<file path="src/rtl/tpg_pkg.sv">
// Shared types for the multi-pattern test pattern generator.
// Latency: n/a (types, constants and a pure function only).
// Backpressure: n/a.
package tpg_pkg;

  // Pattern selector; the encoding matches the mode input pins.
  typedef enum logic [1:0] {
    TPG_RAMP  = 2'd0,
    TPG_BARS  = 2'd1,
    TPG_CHECK = 2'd2,
    TPG_SOLID = 2'd3
  } tpgMode_e;

  // Colour-bar indices in left-to-right display order.
  localparam logic [2:0] BAR_BLACK   = 3'd0;
  localparam logic [2:0] BAR_BLUE    = 3'd1;
  localparam logic [2:0] BAR_GREEN   = 3'd2;
  localparam logic [2:0] BAR_CYAN    = 3'd3;
  localparam logic [2:0] BAR_RED     = 3'd4;
  localparam logic [2:0] BAR_MAGENTA = 3'd5;
  localparam logic [2:0] BAR_YELLOW  = 3'd6;
  localparam logic [2:0] BAR_WHITE   = 3'd7;

  // Map a bar index to its {R,G,B} on/off mask.
  function automatic logic [2:0] barMask(input logic [2:0] idx);
    logic [2:0] m;
    case (idx)
      BAR_BLACK:   m = 3'b000;
      BAR_BLUE:    m = 3'b001;
      BAR_GREEN:   m = 3'b010;
      BAR_CYAN:    m = 3'b011;
      BAR_RED:     m = 3'b100;
      BAR_MAGENTA: m = 3'b101;
      BAR_YELLOW:  m = 3'b110;
      BAR_WHITE:   m = 3'b111;
      default:     m = 3'b000;
    endcase
    return m;
  endfunction

endpackage

</file>
<file path="src/rtl/tpg_timing.sv">
// Raster counters plus sync / active / marker decode against live timing inputs.
// Latency: decode outputs are combinational from the registered x/y counters.
// Backpressure: counters advance only when en is high, otherwise they hold.
module tpg_timing
  import tpg_pkg::*;
#(
  parameter int H_BITS = 12,
  parameter int V_BITS = 12
) (
  input  logic              clk,
  input  logic              rst,
  input  logic              en,
  input  logic [H_BITS-1:0] tHS_START,
  input  logic [H_BITS-1:0] tHS_END,
  input  logic [H_BITS-1:0] tHACT_START,
  input  logic [H_BITS-1:0] tHACT_END,
  input  logic [H_BITS-1:0] tH_END,
  input  logic [V_BITS-1:0] tVS_START,
  input  logic [V_BITS-1:0] tVS_END,
  input  logic [V_BITS-1:0] tVACT_START,
  input  logic [V_BITS-1:0] tVACT_END,
  input  logic [V_BITS-1:0] tV_END,
  output logic [H_BITS-1:0] x,
  output logic [V_BITS-1:0] y,
  output logic              hs,
  output logic              vs,
  output logic              hact,
  output logic              vact,
  output logic              sof,
  output logic              eol
);

  // Step the raster; >= on the end compare makes a shrunken period wrap at once.
  always_ff @(posedge clk or posedge rst) begin
    if (rst) begin
      x <= '0;
      y <= '0;
    end else if (en) begin
      if (x >= tH_END) begin
        x <= '0;
        if (y >= tV_END) y <= '0;
        else             y <= y + 1'b1;
      end else begin
        x <= x + 1'b1;
      end
    end
  end

  // Half-open window decode; start >= end simply never asserts.
  assign hs   = (x >= tHS_START)   && (x < tHS_END);
  assign vs   = (y >= tVS_START)   && (y < tVS_END);
  assign hact = (x >= tHACT_START) && (x < tHACT_END);
  assign vact = (y >= tVACT_START) && (y < tVACT_END);
  assign sof  = hact && vact && (x == tHACT_START) && (y == tVACT_START);
  assign eol  = hact && vact && (x == tHACT_END - 1'b1);

endmodule

</file>
<file path="src/rtl/tpg_multi.sv">
// Programmable-raster test pattern generator (ramp/bars/checker/solid); TPG_MOTION_EN adds frame scrolling.
// Latency: every output is registered one clk after the raster position it describes.
// Backpressure: en low freezes the raster and holds every output, including vld_q.
module tpg_multi
  import tpg_pkg::*;
#(
  parameter int PW        = 8,
  parameter int H_BITS    = 12,
  parameter int V_BITS    = 12,
  parameter int BAR_SHIFT = 7,
  parameter int CHK_SHIFT = 4
) (
  input  logic              clk,
  input  logic              rst,
  input  logic              en,
  input  logic [1:0]        mode,
  input  logic [3*PW-1:0]   solid_rgb,
  input  logic [H_BITS-1:0] tHS_START,
  input  logic [H_BITS-1:0] tHS_END,
  input  logic [H_BITS-1:0] tHACT_START,
  input  logic [H_BITS-1:0] tHACT_END,
  input  logic [H_BITS-1:0] tH_END,
  input  logic [V_BITS-1:0] tVS_START,
  input  logic [V_BITS-1:0] tVS_END,
  input  logic [V_BITS-1:0] tVACT_START,
  input  logic [V_BITS-1:0] tVACT_END,
  input  logic [V_BITS-1:0] tV_END,
  output logic              hs_q,
  output logic              vs_q,
  output logic              vld_q,
  output logic              sof_q,
  output logic              eol_q,
`ifdef TPG_MOTION_EN
  output logic [7:0]        frame_cnt_q,
`endif
  output logic [3*PW-1:0]   rgb
);

  logic [H_BITS-1:0] x, xa, xp;
  logic [V_BITS-1:0] y, ya;
  logic              hs, vs, hact, vact, sof, eol;
  logic              frameStart;
  tpgMode_e          modeR, curMode;
  logic [2:0]        barIdx, barRgb;
  logic              chk;
  logic [3*PW-1:0]   pix;

  tpg_timing #(
    .H_BITS(H_BITS),
    .V_BITS(V_BITS)
  ) uTiming (
    .clk(clk), .rst(rst), .en(en),
    .tHS_START(tHS_START), .tHS_END(tHS_END),
    .tHACT_START(tHACT_START), .tHACT_END(tHACT_END), .tH_END(tH_END),
    .tVS_START(tVS_START), .tVS_END(tVS_END),
    .tVACT_START(tVACT_START), .tVACT_END(tVACT_END), .tV_END(tV_END),
    .x(x), .y(y),
    .hs(hs), .vs(vs), .hact(hact), .vact(vact), .sof(sof), .eol(eol)
  );

  assign frameStart = (x == '0) && (y == '0);

  // The frame-start pixel already uses the freshly sampled mode so a frame is never mixed.
  assign curMode = frameStart ? tpgMode_e'(mode) : modeR;

  // Latch the pattern select once per frame.
  always_ff @(posedge clk or posedge rst) begin
    if (rst)                    modeR <= TPG_RAMP;
    else if (en && frameStart)  modeR <= tpgMode_e'(mode);
  end

`ifdef TPG_MOTION_EN
  logic [7:0] frameCnt, frameOff, curOff;

  // Count frame starts; the running frame scrolls by the count seen at its own start.
  always_ff @(posedge clk or posedge rst) begin
    if (rst) begin
      frameCnt <= '0;
      frameOff <= '0;
    end else if (en && frameStart) begin
      frameCnt <= frameCnt + 8'd1;
      frameOff <= frameCnt;
    end
  end

  assign curOff = frameStart ? frameCnt : frameOff;
`endif

  // Pattern evaluation at the current raster position; black outside the active window.
  always_comb begin
    xa = x - tHACT_START;
    ya = y - tVACT_START;
`ifdef TPG_MOTION_EN
    xp = xa + H_BITS'(curOff);
`else
    xp = xa;
`endif
    barIdx = 3'(xp >> BAR_SHIFT);
    barRgb = barMask(barIdx);
    chk    = 1'(xp >> CHK_SHIFT) ^ 1'(ya >> CHK_SHIFT);
    pix    = '0;
    if (hact && vact) begin
      case (curMode)
        TPG_RAMP:  pix = {PW'(xp), PW'(ya), PW'(xp) + PW'(ya)};
        TPG_BARS:  pix = {{PW{barRgb[2]}}, {PW{barRgb[1]}}, {PW{barRgb[0]}}};
        TPG_CHECK: pix = {(3*PW){chk}};
        TPG_SOLID: pix = solid_rgb;
        default:   pix = '0;
      endcase
    end
  end

  // Output registers, advanced only on enabled cycles.
  always_ff @(posedge clk or posedge rst) begin
    if (rst) begin
      hs_q        <= 1'b0;
      vs_q        <= 1'b0;
      vld_q       <= 1'b0;
      sof_q       <= 1'b0;
      eol_q       <= 1'b0;
      rgb         <= '0;
`ifdef TPG_MOTION_EN
      frame_cnt_q <= '0;
`endif
    end else if (en) begin
      hs_q        <= hs;
      vs_q        <= vs;
      vld_q       <= hact && vact;
      sof_q       <= sof;
      eol_q       <= eol;
      rgb         <= pix;
`ifdef TPG_MOTION_EN
      frame_cnt_q <= curOff;
`endif
    end
  end

endmodule

</file>
<file path="config.mk">
export PLATFORM = sky130hd
export DESIGN_NAME = tpg_multi
export DESIGN_NICKNAME = d
export VERILOG_FILES = /design/src/rtl/tpg_pkg.sv /design/src/rtl/tpg_timing.sv /design/src/rtl/tpg_multi.sv
export SDC_FILE = /design/constraint.sdc
export NUM_CORES = 1
export LEC_CHECK = 0
export ABC_CLOCK_PERIOD_IN_PS = 6400
export CAP_MARGIN = 20
export CORE_AREA = 2 2 91 180
export DETAILED_ROUTE_END_ITERATION = 8
export DIE_AREA = 0 0 93 182
export PLACE_DENSITY_LB_ADDON = 0.3
export SYNTH_ARGS = -nofsm -noshare
export SYNTH_HDL_FRONTEND = slang
export SYNTH_SLANG_ARGS = --single-unit
export TNS_END_PERCENT = 100
</file>
<file path="constraint.sdc">
create_clock -name clk -period 6.4 [get_ports clk]
set_input_delay 0.96 -clock clk [delete_from_list [all_inputs] [get_ports clk]]
set_output_delay 0.96 -clock clk [all_outputs]
set_load 0.02 [all_outputs]
</file>
==> qor.txt <==
Place WS = 2.065 ns
die width = 93 um
worst vdd ir = 160.5 uV
Clock Sinks = 55
share of layout cells above drive strength 1 = 0.06739
GP Congestion = 0.9058
Avg Synthesized Cell Area = 8.433 sq um
max-cap check violation count = 0
total number of H-tree levels = 2
FP Rows = 65
TNS Setup = 0 ns
Port Buffers = 177
Final Instance Area = 9155 sq um
HP Class = reg2reg
async set-reset flop share out of synthesis = 1.000
Period minus WS final = 4.081 ns
Final nets = 1,289
FF-to-FF End = rgb[7]
GRT Total Usage = 0.2425
postcts setup bufs = 0
Worst path max stage delay = 0.73 ns
area grow syn2layout = 28.32%
DIE HEIGHT = 182 um
Worst Max-Slew Pin Slew = 0.9976 ns
Syn Nets = 1,127
Synth Warn # = 0
WL per Instance = 16.81 um
Clock Pin Slew Worst Setup and Hold Paths = 0.07 ns
first-pass GRT wire length = 33,330 um
Lkg Pwr = 4.349 nW
n_diodes = 0
crit-path leading delay family = compound AO/OA/AOI/OAI gates
fin crit share = 0.6377
Top-Level Pins = 178
clock share of power = 0.147
worst skew pair latency = 0.30 ns
post-layout util = 0.5863
Final Hold Fails = 0
TritonCTS Buffers = 5
dpl cell area = 9014 sq um
WP data required = 6.58 ns
CTS Hold Bufs = 0
Worst setup SP type = input pin
worst r2r src = uTiming.x[0]
Yosys cell types = 78
Mapped Area = 7134 sq um
post-CTS sizing = 0
DRC Markers = 0
kind of critical path = in2reg
Fmax = 245.0 MHz
sequential fraction of the synthesis area = 0.1929
CP bufs+invs = 2
Flop pwr share = 0.245
commonest register cell after synthesis = dfrtp_1
routed wire length = 20,340 um
most numerous cell on the critical path = o211ai_1
1st-iter DRT viols = 251
Vias/cell = 5.607
Post-synth EDFFs = 0
worst reg2reg setup slack = 2.76 ns
Core Region = 15,620 sq um
total gr overflow = 0
PwrDens = 207.2 nW/um^2
commonest non-fill, non-tap cell in the layout = clkdlybuf4s50_1
Max Transition Viols Final = 0
slowest CP cell = a21oi_1
initial core utilization = 0.4569
vias in the first global route = 6,931
most frequent cells in the layout = clkdlybuf4s50_1, inv_1, ha_1
TritonRoute pass-1 iters = 4
status = completed
largest net degree at the start of global routing = 56
flops & latches, synth = 55
CTS max path bufs = 2
initial antenna violation count = 0
RSZ-0062 raised after global routing = false
detailed-route via count = 6,784
Final Skew = 0.007010 ns
hold path endpoint = hs_q
Setup crit end kind = register
Die Area = 16,930 sq um
placed wire-length estimate = 16,170 um
Worst EP arrival = 4.26 ns
Psw = 870.7 uW
critical path, cell by cell = clkdlybuf4s50_1 -> inv_1 -> ha_1 -> a21o_1 -> a211o_1 -> o211ai_1 -> o211ai_1 -> a21oi_1 -> o2111ai_1 -> o311ai_0
Setup WS post-layout = 2.319 ns
# setup viols final = 0
root buf cell = clkbuf_16
combinational share of power = 0.609
internal power = 1.026 mW
crit path max fanout = 12
hold-critical path depth = 2
r2r worst-path depth = 14
sw frac = 0.4590
antenna viol nets, final = 0
Hold Startpoint = hs_q
CTS tree = built
Post-Syn Instances = 846
Rel. slew slack = 0.3342
## worst min-delay path, cell delays in order (launching register included)
cell	delay (ns)
dfrtp_1	0.36
nand2_1	0.06
o31ai_1	0.06
## cell usage after synthesis, drive strengths merged, types with 17 or more instances
cell type | n | share of area
nor3 | 18 | 0.013
nand4 | 17 | 0.016
nor2b | 19 | 0.017
xor2 | 18 | 0.022
ha | 129 | 0.23
dfrtp | 55 | 0.19
a21o | 38 | 0.040
nand3 | 18 | 0.015
o32ai | 17 | 0.036
inv | 146 | 0.077
xnor2 | 22 | 0.027
o21ai | 41 | 0.030
nand2 | 34 | 0.019
nor2 | 52 | 0.030
a21oi | 50 | 0.038
## sequential cells by signal, indices dropped and copies added, names as in the netlist
signal and cells:
uTiming.y 12, hs_q 1, modeR 2, rgb 24, vld_q 1, sof_q 1
uTiming.x 12, vs_q 1, eol_q 1
## through the flow
step | hold slack [ns] | cells | total power [mW]
5_1_grt | 0.5541 | 1210 | 2.054
6_report | 0.5005 | 1210 | 1.897
2_1_floorplan | 0.4995 | 846 | 1.273
3_5_place_dp | 0.4851 | 1202 | 1.609
4_1_cts | 0.5094 | 1210 | 1.892
3_3_place_gp | 0.4767 | 1202 | 1.566
## power groups by stage
stage               Sequential [mW]  Clock (mW)  Combinational, mW
CTS                           0.464       0.280               1.15
detailed placement            0.471           0               1.14
global route                  0.470       0.296               1.29
finish                        0.464       0.278               1.15
floorplan                     0.424           0              0.848
global placement              0.470           0               1.10
## cells by family after synthesis
| logic type | count (synthesis) | synth area share |
|---|---|---|
| simple gates | 207 | 0.1598 |
| mux | 2 | 0.003157 |
| compound gates | 240 | 0.2613 |
| xor+xnor | 40 | 0.04910 |
| flops | 55 | 0.1929 |
| fa+ha+maj | 132 | 0.2347 |
| buf+inv | 170 | 0.09909 |
## layer usage
| layer | routed length [um] | track usage | part of all wire |
|---|---|---|---|
| met2 | 10570 | 0.4504 | 0.52 |
| met5 | 0 | 0 | 0 |
| met4 | 524 | 0.07176 | 0.026 |
| met3 | 918 | 0.02697 | 0.045 |
| met1 | 8329 | 0.2869 | 0.41 |
## worst max path at each step
stage | start | end | slack, ns | depth (start not counted)
2_1_floorplan | tHACT_START[0] | rgb[7] | 2.89 | 13
3_3_place_gp | tV_END[5] | uTiming.y[11] | 2.14 | 10
3_5_place_dp | tV_END[5] | uTiming.y[7] | 2.06 | 10
4_1_cts | tV_END[5] | uTiming.y[7] | 2.36 | 10
5_1_grt | tV_END[5] | uTiming.y[7] | 2.24 | 10
6_report | tV_END[5] | uTiming.y[7] | 2.32 | 10
## cell type report
cell class	instances	area (sq um)
fillers	1432	6460
well taps	201	251.5
inverters	146	548.0
repair buffers	179	1787
clock buffers	6	128.9
clock inverters	2	12.51
flip-flops and latches	55	1376
multi-input cells	621	5051
Note: power is estimated with default switching activity, not from simulation.
